--- src/rtl/mrcs_sweep_sequencer_pkg.sv ---
// Shared types and default widths for the exhaustive sweep sequencer.
package mrcs_sweep_sequencer_pkg;

  typedef enum logic [2:0] {
    ST_IDLE  = 3'd0,
    ST_DRIVE = 3'd1,
    ST_WAIT  = 3'd2,
    ST_FETCH = 3'd3,
    ST_DONE  = 3'd4
  } state_t;

  localparam int unsigned DEF_IN_W   = 2;
  localparam int unsigned DEF_OUT_W  = 2;
  localparam int unsigned DEF_SETTLE = 1;
  localparam int unsigned DEF_CNT_W  = 8;

endpackage

--- src/rtl/mrcs_sweep_sequencer_sat_counter.sv ---
// Saturating up-counter with synchronous clear; clear has priority over increment.
module mrcs_sat_counter #(
  parameter int unsigned W = 8
) (
  input  logic         clk,
  input  logic         rst,
  input  logic         clr,
  input  logic         inc,
  output logic [W-1:0] count
);

  // Count up on inc, stick at all-ones.
  always_ff @(posedge clk) begin
    if (rst || clr) begin
      count <= '0;
    end else if (inc && (count != '1)) begin
      count <= count + 1'b1;
    end
  end

endmodule

--- src/rtl/mrcs_sweep_sequencer.sv ---
// Exhaustive sweep of a combinational CUT: drive each vector, settle, fetch the
// expected value from a truth-table ROM, compare and count mismatches.
module mrcs_sweep_sequencer
  import mrcs_sweep_sequencer_pkg::*;
#(
  parameter int unsigned IN_W   = DEF_IN_W,
  parameter int unsigned OUT_W  = DEF_OUT_W,
  parameter int unsigned SETTLE = DEF_SETTLE,
  parameter int unsigned CNT_W  = DEF_CNT_W
) (
  input  logic             clk,
  input  logic             rst,
  input  logic             start,
  input  logic             abort,
  output logic             busy,
  output logic             done,
  output logic             pass,
  output logic [IN_W-1:0]  dut_in,
  input  logic [OUT_W-1:0] dut_out,
  output logic             exp_req,
  output logic [IN_W-1:0]  exp_addr,
  input  logic             exp_valid,
  input  logic [OUT_W-1:0] exp_data,
  output logic             mism_valid,
  output logic [IN_W-1:0]  mism_vec,
  output logic [OUT_W-1:0] mism_got,
  output logic [CNT_W-1:0] err_count
);

  localparam int unsigned TW = $clog2(SETTLE + 1);
  localparam logic [IN_W:0] LAST_VEC = {1'b0, {IN_W{1'b1}}};

  state_t            r_state;
  state_t            w_state_nxt;
  logic [IN_W:0]     r_vec;
  logic [TW-1:0]     r_timer;
  logic [IN_W-1:0]   r_dut_in;
  logic              r_done;
  logic              r_pass;
  logic              r_mism_valid;
  logic [IN_W-1:0]   r_mism_vec;
  logic [OUT_W-1:0]  r_mism_got;
  logic              w_start_ok;
  logic              w_compare;
  logic              w_mismatch;
  logic              w_abort_act;
  logic              w_last;

  // State register.
  always_ff @(posedge clk) begin
    if (rst) begin
      r_state <= ST_IDLE;
    end else begin
      r_state <= w_state_nxt;
    end
  end

  // Next-state and per-cycle strobes; abort pre-empts any compare.
  always_comb begin
    w_state_nxt = r_state;
    w_start_ok  = 1'b0;
    w_compare   = 1'b0;
    w_abort_act = 1'b0;
    w_last      = (r_vec == LAST_VEC);
    case (r_state)
      ST_IDLE: begin
        if (start && !abort) begin
          w_start_ok  = 1'b1;
          w_state_nxt = ST_DRIVE;
        end
      end
      ST_DRIVE: begin
        if (abort) begin
          w_abort_act = 1'b1;
          w_state_nxt = ST_IDLE;
        end else begin
          w_state_nxt = ST_WAIT;
        end
      end
      ST_WAIT: begin
        if (abort) begin
          w_abort_act = 1'b1;
          w_state_nxt = ST_IDLE;
        end else if (r_timer == TW'(1)) begin
          w_state_nxt = ST_FETCH;
        end
      end
      ST_FETCH: begin
        if (abort) begin
          w_abort_act = 1'b1;
          w_state_nxt = ST_IDLE;
        end else if (exp_valid) begin
          w_compare   = 1'b1;
          w_state_nxt = w_last ? ST_DONE : ST_DRIVE;
        end
      end
      ST_DONE: begin
        w_state_nxt = ST_IDLE;
      end
      default: begin
        w_state_nxt = ST_IDLE;
      end
    endcase
  end

  assign w_mismatch = w_compare && (dut_out != exp_data);

  // Vector counter, settle timer and the registered CUT drive.
  always_ff @(posedge clk) begin
    if (rst) begin
      r_vec    <= '0;
      r_timer  <= '0;
      r_dut_in <= '0;
    end else begin
      if (w_start_ok) begin
        r_vec <= '0;
      end else if (w_compare && !w_last) begin
        r_vec <= r_vec + 1'b1;
      end
      if (r_state == ST_DRIVE) begin
        r_timer  <= TW'(SETTLE);
        r_dut_in <= r_vec[IN_W-1:0];
      end else if (r_state == ST_WAIT) begin
        r_timer <= r_timer - 1'b1;
      end
    end
  end

  // Mismatch capture, completion pulse and pass flag.
  always_ff @(posedge clk) begin
    if (rst) begin
      r_mism_valid <= 1'b0;
      r_mism_vec   <= '0;
      r_mism_got   <= '0;
      r_done       <= 1'b0;
      r_pass       <= 1'b0;
    end else begin
      r_mism_valid <= w_mismatch;
      if (w_start_ok) begin
        r_mism_vec <= '0;
        r_mism_got <= '0;
      end else if (w_mismatch) begin
        r_mism_vec <= r_vec[IN_W-1:0];
        r_mism_got <= dut_out;
      end
      r_done <= (r_state == ST_DONE);
      if (w_start_ok || w_abort_act) begin
        r_pass <= 1'b0;
      end else if (r_state == ST_DONE) begin
        r_pass <= (err_count == '0);
      end
    end
  end

  mrcs_sat_counter #(
    .W(CNT_W)
  ) u_err_cnt (
    .clk   (clk),
    .rst   (rst),
    .clr   (w_start_ok),
    .inc   (w_mismatch),
    .count (err_count)
  );

  assign busy       = (r_state == ST_DRIVE) || (r_state == ST_WAIT) || (r_state == ST_FETCH);
  assign exp_req    = (r_state == ST_FETCH);
  assign exp_addr   = r_vec[IN_W-1:0];
  assign dut_in     = r_dut_in;
  assign done       = r_done;
  assign pass       = r_pass;
  assign mism_valid = r_mism_valid;
  assign mism_vec   = r_mism_vec;
  assign mism_got   = r_mism_got;

endmodule

--- config.mk ---
export PLATFORM = sky130hd
export DESIGN_NAME = mrcs_sweep_sequencer
export DESIGN_NICKNAME = d
export VERILOG_FILES = /design/src/rtl/mrcs_sweep_sequencer_pkg.sv /design/src/rtl/mrcs_sweep_sequencer_sat_counter.sv /design/src/rtl/mrcs_sweep_sequencer.sv
export SDC_FILE = /design/constraint.sdc
export NUM_CORES = 1
export LEC_CHECK = 0
export ABC_AREA = 1
export BUFFER_PORTS_ARGS = -buffer_cell sky130_fd_sc_hd__buf_4
export CELL_PAD_IN_SITES_DETAIL_PLACEMENT = 0
export CELL_PAD_IN_SITES_GLOBAL_PLACEMENT = 1
export CORE_AREA = 2 2 61 63
export DETAILED_ROUTE_END_ITERATION = 8
export DIE_AREA = 0 0 63 65
export GPL_TIMING_DRIVEN = 0
export HOLD_SLACK_MARGIN = 0.15
export PLACE_DENSITY_LB_ADDON = 0.12
export REMOVE_ABC_BUFFERS = 1
export SYNTH_ARGS = -nofsm -noshare
export SYNTH_HDL_FRONTEND = slang
export SYNTH_HIERARCHICAL = 1
export SYNTH_SLANG_ARGS = --single-unit
--- constraint.sdc ---
create_clock -name clk -period 2.7 [get_ports clk]
set_clock_uncertainty 0.1 [all_clocks]
set_input_delay 0.27 -clock clk [delete_from_list [all_inputs] [get_ports clk]]
set_output_delay 0.27 -clock clk [all_outputs]
set_load 0.005 [all_outputs]
==> out/results.ini <==
[timing]
rsz0062_at_grt=false
setup_viol=0
post-route-period-util_pct=78.0
finalSetupTns_ns=0
layout_min_cycle_time_ns=2.11
max_slew.worst_pin.slew_ns=0.325
slew_viol_final=0
worst_hold_slack_ns=0.192
worst_slew_margin_rel_pct=78.3
final-hold-violation-count=0
clock.fmax_ghz=0.475

[worst_setup_path]
arrival_ns=2.23
cpLargestDelayFamily=buffers and inverters
worstPathMaxFanout=9
slowest_delay_ns=0.53
required_ns=2.82
critPathMostFrequentCell=nand2_1
worstPathCellList=dlygate4sd3_1, buf_4, inv_1, nand2_1, nor2_4, nand2_1, inv_1, nand2_1, inv_1, nand2_1, nor2_1, nand3_2, nand2_1, nor2_1
start_kind=primary input
reg2reg_slack_ns=0.84
worst-setup-path-type=in2reg
slowest_stage=dlygate4sd3_1
end_kind=register
path_buf_inv=5

[cells_and_area]
antenna_cells=0
stdcell_count=267
postLayoutCoreUtil_pct=45.8
finalNetCount=233
area_growth_syn_to_layout_pct=22.5
final_cell_area_um2=1600
drive_gt1_share_pct=24.2

[route]
drtPass1Iterations=4
route.detailed.drc=0
wl_per_cell_um=10.3
drt-initial-drc-count=54
drtAntennaViolNets=0
vias_per_cell=4.54
wirelength_um=2740
dr_total_vias=1211

[synth]
synth_area_um2=1310
ys_types=26
synthTopCellsByArea=dfxtp_1 37%, nand2_1 13%, nor2_1 9.8%, nand3_1 7.3%, inv_1 5.4%
synth-simple-area-share_pct=42.0
synth_top_family_by_area=simple AND/OR/NAND/NOR gates
synth_edf_count=0
synth_xor_area_share_pct=1.34
yosys.area.top_type_share_pct=36.7
ys.flop_type=dfxtp_1
synth_compound_area_share_pct=8.41
synth.area.mux_share_pct=0
syn_inst=188
syn_avg_cell_area_um2=6.96
synth_top_cell_by_area=dfxtp_1
ys_seq_area_share_pct=36.7
yosys_warnings=6
synthArstFlopShare_pct=0
synth_seq_cells=24
synth.most_common_cell=nand2_1
synth_fa_ha_area_share_pct=2.87
yosys-top-cells-count=44 x nand2_1, 34 x nor2_1, 24 x dfxtp_1, 19 x inv_1, 19 x nand3_1

[die]
io_pins=30
num_rows=22
core_um2=3500
die_y_um=65
initial_core_util_pct=37.4
die_x_um=63
die_area_um2=4100

[cts]
insertion_delay_ns=0.31
htree_levels=1
tritoncts.num_buffers=3
cts_root_buf=clkbuf_4
clockBufferDepth=2
cts.sinks=24
tritoncts=yes
cts_hold_buf=1
ctsResizeCount=0
postCtsSetupBuffers=0
clk_pin_slew_worst_paths_ns=0.13

[power]
p_switching_uw=226
clockPowerShare_pct=21.9
p_sw_share_pct=31.2
peakVddDrop_uv=239
p_int_uw=499
p_per_area_nw_per_um2=453
p_comb_share_pct=23.8
power_leakage_nw=0.751
seq_power_share_pct=54.3

[place]
placedCellCount=262
gp_congestion=0.765
placed_area_um2=1560
io_buffers=29
place_hpwl_um=2130

[global_route]
grt_overflow=0
grt_usage_pct=14.8
antenna_found_initial=0
grt_pass1_wl_um=4890
grt_max_degree=13
grt_pass1_vias=1159

[worst_hold_path]
hold_class=in2reg

[status]
status=completed

[job]
maxCapViolations=0

==> cell families after synthesis <==
kind of cell	Yosys count
buffers and inverters	26
AOI/OAI and AO/OA	19
adders and majority gates	3
and+or+nand+nor	114
xor gates and xnor gates	2
DFF	24
==> state kept, by name, indices dropped and copies added, names as in the netlist <==
register         flops
mism_vec             2
u_err_cnt/count      8
r_vec                3
done                 1
pass                 1
mism_got             2
r_timer              1
dut_in               2
mism_valid           1
r_state              3
==> path summary, 6_finish.rpt <==
| kind | start | end | cells after the start |
|---|---|---|---|
| hold / removal | dut_out[1] | mism_got[1] | 5 |
| hold reg to reg | pass | pass | 2 |
| setup reg to reg | r_state[2] | u_err_cnt/count[5] | 12 |
| setup / recovery | abort | u_err_cnt/count[5] | 14 |
==> cell type report <==
cell class / count / area [um2]
tap: 48 / 60.1
sequential: 24 / 480
multi-input combinational: 138 / 714
fill: 384 / 1890
inverter: 23 / 87.6
clock buffer: 3 / 22.5
timing repair buffer: 31 / 238
==> power by group through the flow <==
stage          clock [mW]  combinational [mW]  sequential (mW)
2_1_floorplan           0               0.114            0.399
3_3_place_gp            0               0.167            0.401
3_5_place_dp            0               0.172            0.402
4_1_cts             0.164               0.173            0.395
5_1_grt             0.183               0.195            0.397
6_report            0.159               0.173            0.394
==> metrics by stage <==
stage	setup WS (ns)	total power, mW
3_3_place_gp	0.827	0.568
2_1_floorplan	1.08	0.514
4_1_cts	0.813	0.732
3_5_place_dp	0.802	0.574
6_report	0.594	0.726
5_1_grt	0.388	0.776
==> layer usage <==
layer / vias up / global-route usage, % / share of wire [%]
li1: 654 / - / -
met1: 532 / 18.4 / 49
met2: 21 / 25.0 / 46
met3: 4 / 3.13 / 3.9
met4: 0 / 5.83 / 1.3
met5: - / 0 / 0
==> placed cells by master, fill, tap and decap left out, types with 2 or more instances in the layout <==
| cell | count |
|---|---|
| nand3_2 | 2 |
| o21ai_0 | 3 |
| clkbuf_4 | 3 |
| nor2_1 | 34 |
| inv_1 | 19 |
| a21oi_2 | 2 |
| nor3_1 | 2 |
| nand2_1 | 44 |
| nor2_4 | 4 |
| inv_2 | 2 |
| nand3_1 | 19 |
| ha_1 | 3 |
| buf_4 | 29 |
| dlygate4sd3_1 | 2 |
| nand2_2 | 4 |
| a21oi_1 | 12 |
| dfxtp_1 | 24 |
| nor2_2 | 2 |
==> worst min-delay path: cells and delay by family <==
family                 cells  cell delay (ns)
and+or+nand+nor            3             0.19
buffers and inverters      2             0.12
(Power assumes the default switching activity.)
